## src/rtl/inst_axi_rd_bridge.sv

```systemverilog
// Fetch-port (req/addr_ok/data_ok) to AXI4 read bridge: one outstanding single-beat read, registered data_ok.
// Optional macro INST_BRIDGE_ERR_EN: flag SLVERR/DECERR on inst_bus_err and zero inst_rdata on error.
module inst_axi_rd_bridge #(
    parameter int ID_WIDTH  = 4,
    parameter int INST_ARID = 0
) (
    input  logic                clk,
    input  logic                rst,
    // fetch-stage instruction port
    input  logic                inst_req,
    input  logic                inst_wr,
    input  logic [1:0]          inst_size,
    input  logic [31:0]         inst_addr,
    output logic                inst_addr_ok,
    output logic                inst_data_ok,
    output logic [31:0]         inst_rdata,
    output logic                inst_bus_err,
    // AXI4 read address channel
    output logic [ID_WIDTH-1:0] arid,
    output logic [31:0]         araddr,
    output logic [7:0]          arlen,
    output logic [2:0]          arsize,
    output logic [1:0]          arburst,
    output logic [1:0]          arlock,
    output logic [3:0]          arcache,
    output logic [2:0]          arprot,
    output logic                arvalid,
    input  logic                arready,
    // AXI4 read data channel
    input  logic [ID_WIDTH-1:0] rid,
    input  logic [31:0]         rdata,
    input  logic [1:0]          rresp,
    input  logic                rlast,
    input  logic                rvalid,
    output logic                rready,
    // FSM state for observation: 0=IDLE 1=AR 2=R 3=RESP
    output logic [1:0]          dbg_state
);

    // Handshakes: a transfer happens on a rising clk edge where valid and ready are both 1;
    // once raised, arvalid and araddr/arsize hold steady until arready, and rready is only high in R.

    typedef enum logic [1:0] {
        IDLE = 2'd0,
        AR   = 2'd1,
        R    = 2'd2,
        RESP = 2'd3
    } state_t;

    state_t      state;
    logic [31:0] addr_q;
    logic [1:0]  size_q;
    logic [31:0] rdata_q;
    logic        arvalid_q;
    logic        rready_q;
    logic        data_ok_q;

    always_ff @(posedge clk or negedge rst) begin
        if (!rst) begin
            state     <= IDLE;
            addr_q    <= 32'd0;
            size_q    <= 2'd0;
            rdata_q   <= 32'd0;
            arvalid_q <= 1'b0;
            rready_q  <= 1'b0;
            data_ok_q <= 1'b0;
        end else begin
            case (state)
                IDLE: begin
                    data_ok_q <= 1'b0;
                    if (inst_req) begin
                        addr_q    <= inst_addr;
                        size_q    <= inst_size;
                        arvalid_q <= 1'b1;
                        state     <= AR;
                    end
                end
                AR: begin
                    if (arready) begin
                        arvalid_q <= 1'b0;
                        rready_q  <= 1'b1;
                        state     <= R;
                    end
                end
                R: begin
                    if (rvalid) begin
                        rready_q  <= 1'b0;
                        rdata_q   <= rdata;
                        data_ok_q <= 1'b1;
                        state     <= RESP;
                    end
                end
                RESP: begin
                    data_ok_q <= 1'b0;
                    state     <= IDLE;
                end
                default: begin
                    arvalid_q <= 1'b0;
                    rready_q  <= 1'b0;
                    data_ok_q <= 1'b0;
                    state     <= IDLE;
                end
            endcase
        end
    end

`ifdef INST_BRIDGE_ERR_EN
    // SLVERR (2'b10) and DECERR (2'b11) both have rresp[1] set, so only that bit is kept.
    logic resp_err_q;

    always_ff @(posedge clk or negedge rst) begin
        if (!rst) begin
            resp_err_q <= 1'b0;
        end else if (state == R && rvalid) begin
            resp_err_q <= rresp[1];
        end
    end

    assign inst_bus_err = (state == RESP) && resp_err_q;
    assign inst_rdata   = resp_err_q ? 32'd0 : rdata_q;
`else
    assign inst_bus_err = 1'b0;
    assign inst_rdata   = rdata_q;
`endif

    // Gated by rst so no request is acknowledged while the core is held in reset.
    assign inst_addr_ok = rst && (state == IDLE) && inst_req;
    assign inst_data_ok = data_ok_q;

    assign arid    = ID_WIDTH'(INST_ARID);
    assign araddr  = addr_q;
    assign arlen   = 8'd0;
    assign arsize  = {1'b0, size_q};
    assign arburst = 2'b01;
    assign arlock  = 2'd0;
    assign arcache = 4'd0;
    assign arprot  = 3'd0;
    assign arvalid = arvalid_q;
    assign rready  = rready_q;

    assign dbg_state = state;

    // Every request is a read; response ID and rlast carry no information for single-beat reads.
    logic unused_inputs;
    assign unused_inputs = &{1'b0, inst_wr, rid, rlast, rresp};

endmodule

```

## config.mk

```make
export PLATFORM = sky130hd
export DESIGN_NAME = inst_axi_rd_bridge
export DESIGN_NICKNAME = d
export VERILOG_FILES = /design/src/rtl/inst_axi_rd_bridge.sv
export SDC_FILE = /design/constraint.sdc
export NUM_CORES = 1
export LEC_CHECK = 0
export BUFFER_PORTS_ARGS = -buffer_cell sky130_fd_sc_hd__buf_4
export CAP_MARGIN = 10
export CORE_UTILIZATION = 40
export DETAILED_ROUTE_END_ITERATION = 8
export GPL_TIMING_DRIVEN = 0
export PLACE_DENSITY = 0.74
export SLEW_MARGIN = 20
export SYNTH_ARGS = -nofsm -noshare
export SYNTH_HDL_FRONTEND = slang
export SYNTH_SLANG_ARGS = --single-unit
```

## constraint.sdc

```tcl
create_clock -name clk -period 3.95 [get_ports clk]
set_clock_uncertainty 0.15 [all_clocks]
set_input_delay 0 -clock clk [delete_from_list [all_inputs] [get_ports clk]]
set_output_delay 0 -clock clk [all_outputs]
set_load 0.02 [all_outputs]
```

# == Word level (Yosys, flattened, before mapping) ==
# Index checks and enable logic that the tools add are counted.
# op_classes
n_div,0
n_lt_le_gt_ge,0
shift,0
mul,0
n_bitwise,0
n_addsub,0
eq_ne,6
reduce_logical,13
mux,12
# op_table
operator,count
$reduce_and A3 Y1,3
$pmux W2 S4,1
$mux W2,3
$ne A2 B2 Y1 const B,3
$pmux W1 S2,3
$reduce_and A2 Y1,3
$reduce_bool A2 Y1,3
$mux W1,5
$eq A2 B2 Y1 const B,2
$eq A2 B1 Y1 const B,1
$logic_and A1 B1 Y1,2
$logic_not A2 Y1,1
$reduce_or A2 Y1,1
# totals
mem_bits_ro,0
memories,0
latchBits,0
ramBits,0
output_inout_bits,97
elab_cells,38
inputBits,79
register_bits,71

# == Logic depth before layout (Yosys ltp) ==
# depth
ltp_word,4
ltp_mapped,5

# == Worst setup path before layout ==
# OpenSTA, ideal clock, no wires.
# synth_path
kind,reg2reg
start,"reg state[0], in the netlist dbg_state[0]"
end,"reg state[1], in the netlist dbg_state[1]"
t_required_ps,3672
n_path_buf,0
arrival_time_ps,1546
path_slack_ps,2127
setup_time_ps,128
path_stages_with_launch,6
path_cell_list,dfrtp_1 inv_1 ha_1 nor2b_1 nor3_2 mux2_1
# synth_via
elab_chain_cells,3
elab_cells_between_ends,9
cone_classes,eq/ne: 6; mux: 1; reduce/logical: 2
# synth_rtl
element,line,text
"start, declared",50,state_t state;
"start signal, assigned",60,state <= IDLE;
"start signal, assigned",75,state <= AR;
"start signal, assigned",82,state <= R;
"$eq A2 B1 Y1, or another cell as far along",68,case (state)
$ne A2 B2 Y1 (no line),--,
$reduce_and A3 Y1 (no line),--,
# Parallel ways exist; a longest one is shown, timed or not.
# A chain may end at the register's enable or synchronous reset.

# == Worst setup path after layout ==
# layout_path
start,"reg state[0], in the netlist dbg_state[0]"
end,"reg rdata_q[31], in the netlist inst_rdata[31]"
# layout_via
elab_chain_cells,2
# layout_rtl
element,line,text
$eq A2 B2 Y1,68,
$reduce_and A2 Y1 (no line),--,
"end signal, assigned",88,rdata_q <= rdata;
"end, declared",53,logic [31:0] rdata_q;
# No other way between the ends.

==> metrics.md <==
| Metric | Value |
|---|---|
| HPWL Detailed | 4830 µm |
| Total number of vias | roughly 2400 |
| Clk buf depth | 2 |
| Die Span Y | 90.0 µm |
| Critical path class | register to register |
| Post-synthesis sequential area ratio | 57.4% |
| Wirelength per Cell | 13.9 µm |
| YS warnings | 0 |
| R2R cell count | 5 |
| VDD IR max | around 0.46 mV |
| Pins Over Slew Limit | 0 |
| RSZ-0062 raised after global routing | no |
| PnR worst setup slack | approximately 1800 ps |
| Max-cap violations | 0 |
| Gr usage total | 19.6% |
| Antenna Violating Nets Remaining | 0 |
| Final Critical Period | 2120 ps |
| Final period util | between 50% and 60% |
| TritonRoute pass-1 iters | 4 |
| Reg2Reg Launch Point | dbg_state[0] |
| RR Endpoint | inst_rdata[31] |
| Yosys reg bits | between 70 and 80 |
| H-Tree Depth | 3 |
| Worst Max-Slew Pin Slew | between 800 and 900 ps |
| Die Wd | 90.0 µm |
| CTS resizes | 0 |
| Fillcell total | 534 |
| Largest net degree at the start of global routing | 73 |
| Row cnt | 31 |
| Core area | about 7400 µm² |
| Setup TNS | 0 ps |
| Finished Core Util | a little under three quarters |
| Layout cells sized above 1 | 48.6% |
| Vias per inst | 4.30 |
| Starting Density | a little over two fifths |
| Crit path to | inst_rdata[31] |
| DRC Markers | 0 |
| Die ar. | between 8000 and 9000 µm² |
| Worst-path cell chain | inv_1 > ha_1 > nand2_1 > mux2_1 > dlygate4sd3_1 |
| Post-Synthesis Cells | 198 |
| # hold bufs at CTS | 73 |
| Hold WC Path Type | primary input to async pin |
| Grt ovf | 0 |
| Yosys cell types | 17 |
| Most common cell after layout, fill and taps aside | buf_4 |
| Number of global-route vias before repair | 2573 |
| TritonCTS sink count | 71 |
| Status | completed |
| DRT Wirelength | 7660 µm |
| Max transition margin | 40.3% |
| Total Nets Final | 532 |
| CP max FO | 5 |
| Setup violations, final | 0 |
| Synth Cell Area | between 3000 and 4000 µm² |
| I/O pins | 176 |
| Iteration-0 DRC Markers | 60 |
| Worst setup path startpoint | dbg_state[0] |
| Crit path buf inv count | 2 |
| Worst reg2reg setup slack | 1830 ps |
| Pwr dens | 729 nW/µm² |
| Slowest-stage cell, CP | dlygate4sd3_1 |
| CP Data Required Time | 4010 ps |
| # Post-CTS Setup Buffers | 0 |
| Crit path max-delay family | buffers and inverters |
| Worst Setup End Kind | register |
| Worst path depth | 5 |
| Power, Total | around 3800 µW |
| TritonCTS Buffers | 9 |
| Antenna violations before repair | 0 |
| Leakage power | 0.00271 µW |
| Layout area overhead | 70.1% |
| Gpl congestion | 0.718 |
| CTS tree | done |
| Most frequent cells in the layout | buf_4 (167), dlygate4sd3_1 (73), dfrtp_1 (71) |
| Port Buffers | 142 |
| Place WS | 2070 ps |
| Crit start category | register |
| Max Freq | 473 MHz |
| Clock transition at path regs | 70 ps |
| Root Buffer | clkbuf_8 |
| Skew-Pair Late Insertion Delay | between 300 and 400 ps |
| Final hold vios | 0 |
| Syn Area/Cell | ~16 µm² |
| # diodes | 0 |
| Arrival @ worst endpoint | 2180 ps |
| Slowest Stage Delay on Critical Path | roughly 560 ps |
| First-pass GRT wire length | 12400 µm |
## report_power, final
group          internal (µW)  total, µW  switching [µW]
clock                    238        489             251
sequential              1100       1320             215
combinational           1060       2030             969
## logic make-up (layout without fill, tap and decap cells)
group / count (synthesis) / count (layout) / share of synthesized area [%]
AND/OR/NAND/NOR: 11 / 11 / 1.94
other: 2 / 25 / 0.242
adder cells (fa/ha/maj): 6 / 6 / 2.42
multiplexers: 72 / 72 / 29.6
buffers and inverters: 35 / 265 / 8.12
AO/OA/AOI/OAI: 1 / 1 / 0.283
flip-flops: 71 / 71 / 57.4
## per-layer routing
| metal | global-route usage, % | part of all wire [%] | wire (µm) |
|---|---|---|---|
| met1 | 21.5 | 39 | 2980 |
| met2 | 36.1 | 53 | 4060 |
| met3 | 4.99 | 6.2 | 475 |
| met4 | 7.53 | 1.8 | 134 |
| met5 | 0 | 0 | 0 |
## state kept, by name (all words and copies together), names as in the netlist
name	cells
araddr	32
arvalid	1
dbg_state	2
inst_data_ok	1
inst_rdata	32
rready	1
size_q	2
## cell usage after synthesis
| cell type | n | area share (%) |
|---|---|---|
| nand2_2 | 1 | 0.20 |
| a22o_1 | 1 | 0.28 |
| inv_1 | 4 | 0.48 |
| ha_1 | 6 | 2.4 |
| dfrtp_1 | 71 | 57 |
| nand2_1 | 2 | 0.24 |
| and3_1 | 1 | 0.20 |
| buf_6 | 3 | 1.1 |
| conb_1 | 2 | 0.24 |
| mux2i_1 | 4 | 1.3 |
| mux2_1 | 38 | 14 |
| nor2_1 | 3 | 0.36 |
| buf_2 | 3 | 0.48 |
| nor3_2 | 1 | 0.32 |
| mux2_4 | 30 | 15 |
| buf_4 | 25 | 6.1 |
| nor2b_1 | 3 | 0.61 |
## per-stage QoR
step	std cells	cell area [µm²]	hold WS [ps]
floorplan	221	3180	-446
global placement	462	4370	37.8
detailed placement	462	4370	35.1
CTS	550	5270	210
global route	550	5270	254
finish	550	5270	180
## layout make-up
cell class	instances	area, µm²	area share (%)
Timing Repair Buffer	215	1800	34.1
Sequential cell	71	1780	33.7
Multi-Input combinational cell	115	1160	21.9
Buffer	31	236	4.49
Clock buffer	11	141	2.68
Tap cell	99	124	2.35
Clock inverter	4	22.5	0.427
Inverter	4	15.0	0.285
## how the worst min path moves through the flow
stage	startpoint	to	slack, ps	depth (start not counted)
floorplan	rst	araddr[0]	-450	0
global placement	rst	inst_data_ok	40	1
detailed placement	rst	inst_data_ok	40	1
CTS	rst	inst_rdata[9]	210	2
global route	rst	inst_rdata[8]	250	2
finish	rst	inst_data_ok	180	2
Note: power is estimated with default switching activity, not from simulation.
